--- config.mk ---
export PLATFORM = sky130hd
export DESIGN_NAME = pipeline_hazard_ctrl
export DESIGN_NICKNAME = d
export VERILOG_FILES = /design/src/rtl/pipeline_hazard_ctrl.sv
export SDC_FILE = /design/constraint.sdc
export NUM_CORES = 1
export LEC_CHECK = 0
export CAP_MARGIN = 5
export CELL_PAD_IN_SITES_DETAIL_PLACEMENT = 0
export CELL_PAD_IN_SITES_GLOBAL_PLACEMENT = 1
export CORE_UTILIZATION = 31
export DETAILED_ROUTE_END_ITERATION = 8
export PLACE_DENSITY_LB_ADDON = 0.3
export SLEW_MARGIN = 10
export SYNTH_ARGS = -nofsm -noshare
export SYNTH_HDL_FRONTEND = slang
export SYNTH_SLANG_ARGS = --single-unit
--- constraint.sdc ---
create_clock -name clk -period 2.15 [get_ports clk]
set_input_delay 0.43 -clock clk [delete_from_list [all_inputs] [get_ports clk]]
set_output_delay 0.43 -clock clk [all_outputs]
set_load 0.005 [all_outputs]
--- src/rtl/pipeline_hazard_ctrl.sv ---
// Stall / flush / forwarding controller for the 5-stage LC-3b pipeline.
// Control outputs are combinational from the FSM state and the current
// hazard inputs; the FSM state and the two saturating perf counters are
// registered.
module pipeline_hazard_ctrl #(
  parameter int CNT_WIDTH = 16
) (
  input  logic                 clk,
  input  logic                 reset,
  input  logic [2:0]           id_src1,
  input  logic [2:0]           id_src2,
  input  logic                 id_uses_sr1,
  input  logic                 id_uses_sr2,
  input  logic [2:0]           ex_src1,
  input  logic [2:0]           ex_src2,
  input  logic [2:0]           ex_dest,
  input  logic                 ex_regwrite,
  input  logic                 ex_mem_read,
  input  logic [2:0]           mem_dest,
  input  logic                 mem_regwrite,
  input  logic [2:0]           wb_dest,
  input  logic                 wb_regwrite,
  input  logic                 imem_req,
  input  logic                 imem_resp,
  input  logic                 dmem_req,
  input  logic                 dmem_resp,
  input  logic                 br_taken,
  output logic                 pc_load,
  output logic                 if_id_load,
  output logic                 id_ex_load,
  output logic                 ex_mem_load,
  output logic                 mem_wb_load,
  output logic                 if_id_flush,
  output logic                 id_ex_flush,
  output logic                 ex_mem_flush,
  output logic [1:0]           fwd_a,
  output logic [1:0]           fwd_b,
  output logic [CNT_WIDTH-1:0] stall_cycles,
  output logic [CNT_WIDTH-1:0] flush_count
);

  typedef enum logic [1:0] {
    ST_RUN      = 2'd0,
    ST_MEM_WAIT = 2'd1,
    ST_DRAIN    = 2'd2
  } state_e;

  localparam logic [CNT_WIDTH-1:0] CNT_ONE = {{(CNT_WIDTH-1){1'b0}}, 1'b1};
  localparam logic [CNT_WIDTH-1:0] CNT_MAX = {CNT_WIDTH{1'b1}};

  state_e               state_q, state_d;
  logic [CNT_WIDTH-1:0] stall_q, stall_d;
  logic [CNT_WIDTH-1:0] flush_q, flush_d;
  logic                 dmem_stall_s;
  logic                 imem_stall_s;
  logic                 load_use_s;
  logic                 flush_evt_s;

  // Forward source selection: the younger producer (EX/MEM) beats MEM/WB.
  // R0 is an ordinary register, so tag 0 is forwarded like any other.
  function automatic logic [1:0] fwd_sel(input logic [2:0] src,
                                         input logic       m_we,
                                         input logic [2:0] m_dst,
                                         input logic       w_we,
                                         input logic [2:0] w_dst);
    logic [1:0] sel;
    if (m_we && (m_dst == src)) begin
      sel = 2'b01;
    end else if (w_we && (w_dst == src)) begin
      sel = 2'b10;
    end else begin
      sel = 2'b00;
    end
    return sel;
  endfunction

  assign dmem_stall_s = dmem_req && !dmem_resp;
  assign imem_stall_s = imem_req && !imem_resp;
  assign load_use_s   = ex_mem_read && ex_regwrite &&
                        ((id_uses_sr1 && (id_src1 == ex_dest)) ||
                         (id_uses_sr2 && (id_src2 == ex_dest)));

  // Forwarding muxes, forced to the register file while in reset.
  always_comb begin
    if (reset) begin
      fwd_a = 2'b00;
      fwd_b = 2'b00;
    end else begin
      fwd_a = fwd_sel(ex_src1, mem_regwrite, mem_dest, wb_regwrite, wb_dest);
      fwd_b = fwd_sel(ex_src2, mem_regwrite, mem_dest, wb_regwrite, wb_dest);
    end
  end

  // Load/flush generation and next state, in hazard priority order.
  always_comb begin
    pc_load      = 1'b1;
    if_id_load   = 1'b1;
    id_ex_load   = 1'b1;
    ex_mem_load  = 1'b1;
    mem_wb_load  = 1'b1;
    if_id_flush  = 1'b0;
    id_ex_flush  = 1'b0;
    ex_mem_flush = 1'b0;
    flush_evt_s  = 1'b0;
    state_d      = ST_RUN;
    if (reset) begin
      pc_load      = 1'b0;
      if_id_load   = 1'b0;
      id_ex_load   = 1'b0;
      ex_mem_load  = 1'b0;
      mem_wb_load  = 1'b0;
      if_id_flush  = 1'b1;
      id_ex_flush  = 1'b1;
      ex_mem_flush = 1'b1;
    end else if (dmem_stall_s) begin
      // Whole pipeline frozen; a pending branch waits for the memory op.
      pc_load     = 1'b0;
      if_id_load  = 1'b0;
      id_ex_load  = 1'b0;
      ex_mem_load = 1'b0;
      mem_wb_load = 1'b0;
      if (state_q == ST_DRAIN) begin
        // Keep discarding the wrong-path fetch while the back end waits.
        if_id_flush = 1'b1;
        state_d     = imem_resp ? ST_MEM_WAIT : ST_DRAIN;
      end else begin
        state_d = ST_MEM_WAIT;
      end
    end else if (state_q == ST_MEM_WAIT) begin
      // Data returned: one plain advance cycle before hazards resume.
      state_d = ST_RUN;
    end else if (br_taken) begin
      if_id_load   = 1'b0;
      id_ex_load   = 1'b0;
      ex_mem_load  = 1'b0;
      if_id_flush  = 1'b1;
      id_ex_flush  = 1'b1;
      ex_mem_flush = 1'b1;
      flush_evt_s  = 1'b1;
      state_d      = imem_stall_s ? ST_DRAIN : ST_RUN;
    end else if (state_q == ST_DRAIN) begin
      // Wrong-path fetch still in flight: drop it, then fetch the target.
      pc_load     = imem_resp;
      if_id_load  = 1'b0;
      id_ex_load  = 1'b0;
      if_id_flush = 1'b1;
      id_ex_flush = 1'b1;
      state_d     = imem_resp ? ST_RUN : ST_DRAIN;
    end else if (imem_stall_s || load_use_s) begin
      pc_load     = 1'b0;
      if_id_load  = 1'b0;
      id_ex_load  = 1'b0;
      id_ex_flush = 1'b1;
      state_d     = ST_RUN;
    end else begin
      state_d = ST_RUN;
    end
  end

  // Saturating perf counter next values.
  always_comb begin
    if (!pc_load && (stall_q != CNT_MAX)) begin
      stall_d = stall_q + CNT_ONE;
    end else begin
      stall_d = stall_q;
    end
    if (flush_evt_s && (flush_q != CNT_MAX)) begin
      flush_d = flush_q + CNT_ONE;
    end else begin
      flush_d = flush_q;
    end
  end

  // FSM state and counters; synchronous reset drops any pending fetch.
  always_ff @(posedge clk) begin
    if (reset) begin
      state_q <= ST_RUN;
      stall_q <= {CNT_WIDTH{1'b0}};
      flush_q <= {CNT_WIDTH{1'b0}};
    end else begin
      state_q <= state_d;
      stall_q <= stall_d;
      flush_q <= flush_d;
    end
  end

  assign stall_cycles = stall_q;
  assign flush_count  = flush_q;

endmodule

==> results_dict.tcl, run 1 <==
set metrics [dict create \
    yosysSeqAreaShare 0.344 \
    required_ns 1.72 \
    wire_per_inst_um 12.3 \
    dp_cells 411 \
    drt-total-wl_um 5240 \
    period_share 0.963 \
    fin_skew_ns 0.00389 \
    switching_share 0.252 \
    cts.sinks 34 \
    clock_path_buffers 2 \
    rows 28 \
    r2r_cells 8 \
    synth_fa_ha_area_frac 0.0184 \
    gp_congestion 0.769 \
    numCtsBuffers 5 \
    power_leakage_nw 1.23 \
    netlist.area_leader.share 0.344 \
    syn_avg_cell_area_um2 8.24 \
    htree_levels 2 \
    seqPwrFrac 0.452 \
    drive_above_1_share 0.214 \
    irDropWorstVdd_uv 342 \
    synth-seq-cells 34 \
    synth_compound_area_frac 0.139 \
    port_buffers 77 \
    p_comb_frac 0.205 \
    switchingPower_mw 0.362 \
    tns_ns 0 \
    r2r_end "stall_cycles[11]" \
    finalHoldViolations 0 \
    cp-start-kind "primary input" \
    tightest_slew_ns 0.315 \
    vias 2102 \
    crit_arrival_ns 1.64 \
    die_w_um 81.9 \
    ys.flop_type "dfxtp_1" \
    min_period_ns 2.07 \
    rsz0062_at_grt "no" \
    coreArea_mm2 0.00603 \
    async_flop_share 0 \
    power_mw 1.44 \
    reg2reg_setup_slack_ns 0.21 \
    gr-usage-all-layers 0.168 \
    cts_tree "yes" \
    fillCellCount 587 \
    yosys_warnings 0 \
    synthMuxAreaShare 0.0101 \
    clockRootBuffer "clkbuf_8" \
    endpoint "pc_load" \
    crit_type "in2out" \
    stdcell_count 426 \
    n_antenna_cell 0 \
    crit_path_start "ex_mem_read" \
    drc 0 \
    cts_hold_repair.buffers 0 \
    dr.pass1.iters 4 \
    die-area_mm2 0.00670 \
    synth_top_area_cell "dfxtp_1" \
    critPathCaptureType "primary output" \
    cts.clk_slew.worst_paths_ns 0.07 \
    outcome "complete, no violations" \
    internal_power_mw 1.07 \
    avgViaCountPerCell 4.93 \
    postRouteAntennaNets 0 \
    hpwlAfterDp_um 3810 \
    ioPinCount 78 \
    slew_violations 0 \
    antenna_found_initial 0 \
    synth_top_family_by_area "simple AND/OR/NAND/NOR gates" \
    fmax_mhz 483 \
    synth_cell_types 48 \
    grt_pass1_vias 1994 \
    grt_max_degree 26 \
    setup_viol 0 \
    synth_fp_nets 276 \
    yosys.area_share.simple 0.289 \
    r2r_start "state_q[1]" \
    relSlewSlack 0.784 \
    start_util 0.328 \
    worst_hold_slack_ns 0.504 \
    drv_cap 0 \
    clkLatencyLatePin_ns 0.28 \
    syn-instance-count 240 \
    place_area_mm2 0.00299 \
    final_nets 386 \
    worstPathMaxFanout 2 \
    synthTopCellsByArea "dfxtp_1, xnor2_1, xor2_1" \
    drt_iter0_markers 66 \
    clockPowerShare 0.343 \
    yosys.area_share.xor_xnor 0.151 \
    stdcell_area_mm2 0.00320 \
    grt_pass1_wl_um 8780 \
    cellPowerDensity_mw_per_mm2 449 \
    holdPathStages 2 \
    die_y_um 81.9 \
    syn_to_final_growth_pct 61.6 \
    synth_area_mm2 0.00198 \
    gr-total-overflow 0 \
    synth_edf_count 0 \
    hp-class "in2reg" \
]
[layout by cell type (no fill, tap or decap), drive strengths merged, types with 2 or more instances in the layout]
cell type / instances
clkdlybuf4s50: 44
buf: 38
dfxtp: 34
nor2: 28
dlygate4sd2: 18
xnor2: 17
xor2: 17
nand2: 16
nand4: 15
a21oi: 15
clkbuf: 15
o21ai: 12
nand3: 10
or3: 9
inv: 9
nor3: 4
nor2b: 4
and4: 4
and2: 4
a211oi: 4
and3: 3
o31ai: 3
nand2b: 3
or4: 3
mux2i: 2
o21a: 2
ha: 2
dlymetal6s2s: 2
or2: 2
[state kept, by name (all words and copies together) (netlist names)]
register      count
stall_cycles     16
state_q           2
flush_count      16
[cell usage after synthesis, types with 2 or more instances]
cell       n
a211oi_1   2
nor2b_1    4
nand4_1   15
dfxtp_1   34
or3_1      9
and3_1     3
xor2_1    17
a211oi_2   2
o21ai_1    8
xnor2_1   17
nand2b_1   3
nand3_1    9
nor3_1     4
o21ai_0    3
or4_1      3
o21a_1     2
o31ai_1    3
inv_1      7
inv_2      2
ha_1       2
nand2_1   15
and2_1     3
and4_1     3
clkbuf_1   3
a21oi_1   15
nor2_1    28
mux2i_1    2
buf_4      2
[per-layer routing]
layer,wire (um),track usage,vias up
li1,-,-,1071
met1,2350,0.203,968
met2,2580,0.296,54
met3,246,0.0400,9
met4,61,0.0439,0
met5,0,0,-
[worst max-delay path: stages]
cell and delay, ns:
clkdlybuf4s50_1 0.47, nand2_2 0.08, buf_4 0.14, a211oi_4 0.18
or2_1 0.18, inv_2 0.05, buf_6 0.11
[stage by stage]
step | setup slack, ns | utilization
floorplan | 0.346 | -
global placement | -0.528 | 0.497
detailed placement | -0.580 | 0.497
CTS | 0.00149 | 0.522
global route | 0.00727 | 0.530
finish | 0.0806 | 0.530
[worst min path at each step]
stage / from / to / slack [ns]
CTS: imem_resp / state_q[1] / 0.50
global route: imem_resp / state_q[1] / 0.53
floorplan: stall_cycles[11] / stall_cycles[11] / 0.48
finish: imem_resp / state_q[1] / 0.50
global placement: stall_cycles[11] / stall_cycles[11] / 0.49
detailed placement: stall_cycles[11] / stall_cycles[11] / 0.50
[cell type report]
cell class,count,area [um^2],share of cell area
clock buffers,7,86.3,0.0270
clock inverters,1,5.00,0.00157
inverters,9,33.8,0.0106
multi-input cells,189,1250,0.393
flip-flops and latches,34,682,0.213
well taps,75,93.8,0.0294
repair buffers,111,1040,0.325
[power by group through the flow]
stage | clock [mW] | sequential [mW] | combinational (mW)
after floorplan | 0 | 0.663 | 0.111
after global placement | 0 | 0.663 | 0.269
after detailed placement | 0 | 0.664 | 0.272
after CTS | 0.512 | 0.649 | 0.280
after global routing | 0.543 | 0.651 | 0.322
final | 0.492 | 0.649 | 0.294
[timing repair]
| item | in CTS | in global routing |
|---|---|---|
| cloned | 2 | 0 |
| setup buffers | 3 | 3 |
| pin swaps | 24 | 18 |
| resized for setup | 59 | 26 |
| setup endpoints to repair | 23 | 18 |
[kinds of logic after synthesis]
kind of cell             Yosys count
AO/OA/AOI/OAI                     43
XOR/XNOR                          34
adder cells (fa/ha/maj)            3
buffers and inverters             17
flip-flops                        34
multiplexers                       2
AND/OR/NAND/NOR                  107
(Power assumes the default switching activity.)
==> inputs of run 2 (changes only) <==
--- a/config.mk
+++ b/config.mk
@@ -8,8 +8,9 @@
 export CAP_MARGIN = 5
 export CELL_PAD_IN_SITES_DETAIL_PLACEMENT = 0
 export CELL_PAD_IN_SITES_GLOBAL_PLACEMENT = 1
-export CORE_UTILIZATION = 31
+export CORE_UTILIZATION = 44
 export DETAILED_ROUTE_END_ITERATION = 8
+export DONT_BUFFER_PORTS = 1
 export PLACE_DENSITY_LB_ADDON = 0.3
 export SLEW_MARGIN = 10
 export SYNTH_ARGS = -nofsm -noshare
==> results_dict.tcl, run 2 (same netlist as run 1, synthesis figures left out) <==
set metrics [dict create \
    gr-total-overflow 0 \
    clockRootBuffer "clkbuf_8" \
    power_leakage_nw 0.695 \
    cp-start-kind "flip-flop" \
    antenna_found_initial 0 \
    cellPowerDensity_mw_per_mm2 582 \
    drt-total-wl_um 3980 \
    holdPathStages 1 \
    grt_pass1_wl_um 6620 \
    rows 24 \
    cp_slowest_cell "dfxtp_1" \
    numCtsBuffers 5 \
    crit_type "reg2out" \
    hpwlAfterDp_um 2950 \
    ioPinCount 78 \
    fmax_mhz 499 \
    final_common_cell "dfxtp_1" \
    drc 0 \
    gp_congestion 0.785 \
    required_ns 1.72 \
    slowest_delay_ns 0.35 \
    die_y_um 69.0 \
    seqPwrFrac 0.533 \
    switching_share 0.231 \
    internal_power_mw 0.940 \
    rsz0062_at_grt "no" \
    final_nets 280 \
    r2r_cells 7 \
    worst-path-buf-inv 2 \
    fin_skew_ns 0.00230 \
    outcome "complete, no violations" \
    drive_above_1_share 0.0947 \
    place_ws_ns 0.176 \
    final_cell_mix "dfxtp_1, nor2_1, xnor2_1, xor2_1" \
    cts_tree "yes" \
    n_antenna_cell 0 \
    clkLatencyLatePin_ns 0.28 \
    drv_cap 0 \
    setup_viol 0 \
    fin_ws_ns 0.146 \
    cp.depth 5 \
    clockPowerShare 0.377 \
    cts.sinks 34 \
    p_comb_frac 0.090 \
    irDropWorstVdd_uv 321 \
    critPathCaptureType "primary output" \
    hp-class "in2reg" \
    dr.pass1.iters 4 \
    avgViaCountPerCell 5.68 \
    clock_path_buffers 2 \
    finalHoldViolations 0 \
    gr-usage-all-layers 0.169 \
    min_period_ns 2.00 \
    relSlewSlack 0.567 \
    worst_path_dominant_cell_family "flip-flops" \
    syn_to_final_growth_pct 6.20 \
    tns_ns 0 \
    cts_resized 0 \
    slew_violations 0 \
    wire_per_inst_um 13.5 \
    switchingPower_mw 0.283 \
    tightest_slew_ns 0.646 \
    port_buffers 0 \
    cts_hold_repair.buffers 0 \
    cts_setup_buffers 0 \
    coreArea_mm2 0.00432 \
    worstPathMaxFanout 4 \
    reg2reg_setup_slack_ns 0.26 \
    period_share 0.932 \
    die-area_mm2 0.00477 \
    start_util 0.457 \
    htree_levels 2 \
    drt_iter0_markers 76 \
    grt_max_degree 38 \
    die_w_um 69.0 \
    grt_pass1_vias 1562 \
    vias 1677 \
    cts.clk_slew.worst_paths_ns 0.06 \
    crit_arrival_ns 1.57 \
    postRouteAntennaNets 0 \
    cp_cell_sequence "inv_1, maj3_2, a31o_1, or2_1, inv_2" \
]
## run 2: changes by cell type in the layout (fill, tap and decap cells not counted), moves of 2 or more
cell | before | now
buf_12 | 2 | 0
dlygate4sd2_1 | 18 | 0
o21ai_0 | 1 | 3
buf_4 | 28 | 5
buf_6 | 5 | 0
buf_16 | 2 | 0
a21oi_1 | 13 | 15
clkdlybuf4s50_1 | 44 | 0
dlymetal6s2s_1 | 2 | 0
clkbuf_2 | 8 | 0
## run 2: area by class of cell
| class | count | area, um^2 |
|---|---|---|
| multi-input combinational | 189 | 1200 |
| tap | 52 | 65.1 |
| sequential | 34 | 681 |
| timing repair buffer | 5 | 37.5 |
| clock buffer | 6 | 82.6 |
| fill | 449 | 2220 |
| inverter | 9 | 33.8 |
## run 2: worst reg2reg max path, stage by stage, from the launching register on
cell	delay (ns)
dfxtp_1	0.37
ha_1	0.25
nand4_1	0.12
nor2_1	0.09
a211oi_1	0.58
nand4_1	0.19
xor2_1	0.15
nor2_1	0.05
## run 2: path summary, 6_finish.rpt
check | end | start
worst max-delay path | pc_load | state_q[0]
worst max register to register | flush_count[10] | flush_count[0]
worst min-delay path | flush_count[0] | reset
worst min register to register | stall_cycles[11] | stall_cycles[11]
## run 2: power by group through the flow
| stage | registers (mW) | clock network [mW] | logic (mW) |
|---|---|---|---|
| final | 0.652 | 0.461 | 0.110 |
| after global routing | 0.653 | 0.510 | 0.127 |
| after CTS | 0.652 | 0.479 | 0.111 |
| after detailed placement | 0.666 | 0 | 0.111 |
| after global placement | 0.666 | 0 | 0.110 |
| after floorplan | 0.663 | 0 | 0.111 |
## run 2: stage by stage
step / cell area, um^2 / cells / util / power, mW / hold slack [ns]
global route: 2100 / 295 / 0.486 / 1.29 / 0.188
global placement: 2020 / 289 / 0.466 / 0.776 / 0.487
CTS: 2100 / 295 / 0.486 / 1.24 / 0.204
detailed placement: 2020 / 289 / 0.466 / 0.777 / 0.493
floorplan: 1980 / 240 / - / 0.775 / 0.477
finish: 2100 / 295 / 0.486 / 1.22 / 0.211
## run 2: per-layer routing
| metal | wire length [um] | global-route usage |
|---|---|---|
| met3 | 233 | 0.0775 |
| met2 | 1940 | 0.293 |
| met1 | 1760 | 0.185 |
| met4 | 38 | 0.0476 |
| met5 | 0 | 0 |
==> inputs of run 3 (changes only) <==
--- a/config.mk
+++ b/config.mk
@@ -5,10 +5,8 @@
 export SDC_FILE = /design/constraint.sdc
 export NUM_CORES = 1
 export LEC_CHECK = 0
-export CAP_MARGIN = 5
-export CELL_PAD_IN_SITES_DETAIL_PLACEMENT = 0
-export CELL_PAD_IN_SITES_GLOBAL_PLACEMENT = 1
-export CORE_UTILIZATION = 44
+export CAP_MARGIN = 20
+export CORE_UTILIZATION = 57
 export DETAILED_ROUTE_END_ITERATION = 8
 export DONT_BUFFER_PORTS = 1
 export PLACE_DENSITY_LB_ADDON = 0.3
==> results_dict.tcl, run 3 (same netlist as run 1, synthesis figures left out) <==
set metrics [dict create \
    final_cell_mix "dfxtp_1, nor2_1, xnor2_1, xor2_1" \
    critPathCaptureType "primary output" \
    syn_to_final_growth_pct 3.86 \
    antenna_found_initial 0 \
    finalHoldViolations 0 \
    hpwlAfterDp_um 2870 \
    hp-class "in2reg" \
    gr-usage-all-layers 0.212 \
    avgViaCountPerCell 5.84 \
    cts.sinks 34 \
    drt_iter0_markers 103 \
    place_area_mm2 0.00200 \
    n_antenna_cell 0 \
    cts_hold_repair.buffers 0 \
    seqPwrFrac 0.590 \
    vias 1683 \
    clkLatencyLatePin_ns 0.33 \
    setup_viol 0 \
    cts_tree "yes" \
    dr.pass1.iters 4 \
    reg2reg_setup_slack_ns 0.25 \
    cp_slowest_cell "dfxtp_1" \
    die-area_mm2 0.00371 \
    switchingPower_mw 0.265 \
    relSlewSlack 0.581 \
    crit_arrival_ns 1.61 \
    tns_ns 0 \
    die_w_um 60.9 \
    htree_levels 2 \
    drive_above_1_share 0.0909 \
    numCtsBuffers 5 \
    grt_pass1_vias 1480 \
    internal_power_mw 0.840 \
    cellPowerDensity_mw_per_mm2 538 \
    slowest_delay_ns 0.36 \
    r2r_start "flush_count[0]" \
    rsz0062_at_grt "no" \
    cts_setup_buffers 0 \
    final_common_cell "dfxtp_1" \
    clock_path_buffers 2 \
    stdcell_area_mm2 0.00205 \
    gp_congestion 0.813 \
    cp-start-kind "flip-flop" \
    holdPathStages 1 \
    wire_per_inst_um 13.4 \
    power_leakage_nw 0.677 \
    min_to "stall_cycles[8]" \
    fin_skew_ns 0.00803 \
    rows 21 \
    slew_violations 0 \
    fmax_mhz 490 \
    hold_start "reset" \
    gr-total-overflow 0 \
    postRouteAntennaNets 0 \
    grt_pass1_wl_um 5930 \
    irDropWorstVdd_uv 409 \
    min_period_ns 2.04 \
    clockPowerShare 0.311 \
    cts.clk_slew.worst_paths_ns 0.10 \
    drt-total-wl_um 3860 \
    port_buffers 0 \
    outcome "complete, no violations" \
    r2r_end "flush_count[10]" \
    cts_resized 0 \
    cp_cell_sequence "inv_1, maj3_2, a31o_1, or2_1, inv_2" \
    clockRootBuffer "clkbuf_4" \
    required_ns 1.72 \
    crit_type "reg2out" \
    drc 0 \
    switching_share 0.239 \
    start_util 0.592 \
    die_y_um 60.9 \
    period_share 0.949 \
    drv_cap 0 \
    p_comb_frac 0.100 \
    coreArea_mm2 0.00334 \
    ioPinCount 78 \
    r2r_cells 7 \
    grt_max_degree 38 \
    worstPathMaxFanout 4 \
    tightest_slew_ns 0.625 \
    final_nets 279 \
]
## run 3: changes by cell type in the layout (fill, tap and decap cells not counted), sizes merged
cell	change
buf	-1
## run 3: worst max path at each step
stage	start	to	depth (start not counted)
floorplan	imem_req	stall_cycles[1]	7
detailed placement	id_src1[2]	stall_cycles[11]	7
finish	state_q[0]	pc_load	5
global placement	id_src1[1]	stall_cycles[9]	7
CTS	state_q[0]	pc_load	5
global route	state_q[0]	pc_load	5
## run 3: power by group through the flow
| stage | clock network [mW] | logic [mW] | registers, mW |
|---|---|---|---|
| after global placement | 0 | 0.108 | 0.666 |
| after detailed placement | 0 | 0.110 | 0.666 |
| after floorplan | 0 | 0.111 | 0.663 |
| final | 0.343 | 0.110 | 0.651 |
| after CTS | 0.353 | 0.111 | 0.652 |
| after global routing | 0.387 | 0.125 | 0.654 |
## run 3: through the flow
stage / instances / hold slack (ns) / power [mW] / util / worst slack (ns)
floorplan: 240 / 0.477 / 0.775 / - / 0.346
global placement: 282 / 0.490 / 0.774 / 0.600 / 0.218
detailed placement: 282 / 0.505 / 0.776 / 0.600 / 0.160
CTS: 288 / 0.152 / 1.12 / 0.615 / 0.0976
global route: 288 / 0.131 / 1.17 / 0.615 / 0.0111
finish: 288 / 0.158 / 1.10 / 0.615 / 0.109
## run 3: cell type report
cell class,instances,area (um^2)
clock buffer,6,51.3
fill,309,1280
inverter,9,33.8
multi-input combinational,189,1200
sequential,34,681
tap,46,57.6
timing repair buffer,4,30.0
## run 3: critical path: cells and delay by family, from the launching register on
kind | cells | cell delay [ns]
buffers and inverters | 2 | 0.14
adders and majority gates | 1 | 0.28
AOI/OAI and AO/OA | 1 | 0.24
DFF | 1 | 0.36
and+or+nand+nor | 1 | 0.27
## run 3: routing by layer
metal,up-vias,routed length [um],global-route usage
met5,-,0,0
met4,0,35,0.0714
met3,4,248,0.0746
met2,52,1960,0.378
met1,769,1620,0.234
li1,858,-,-
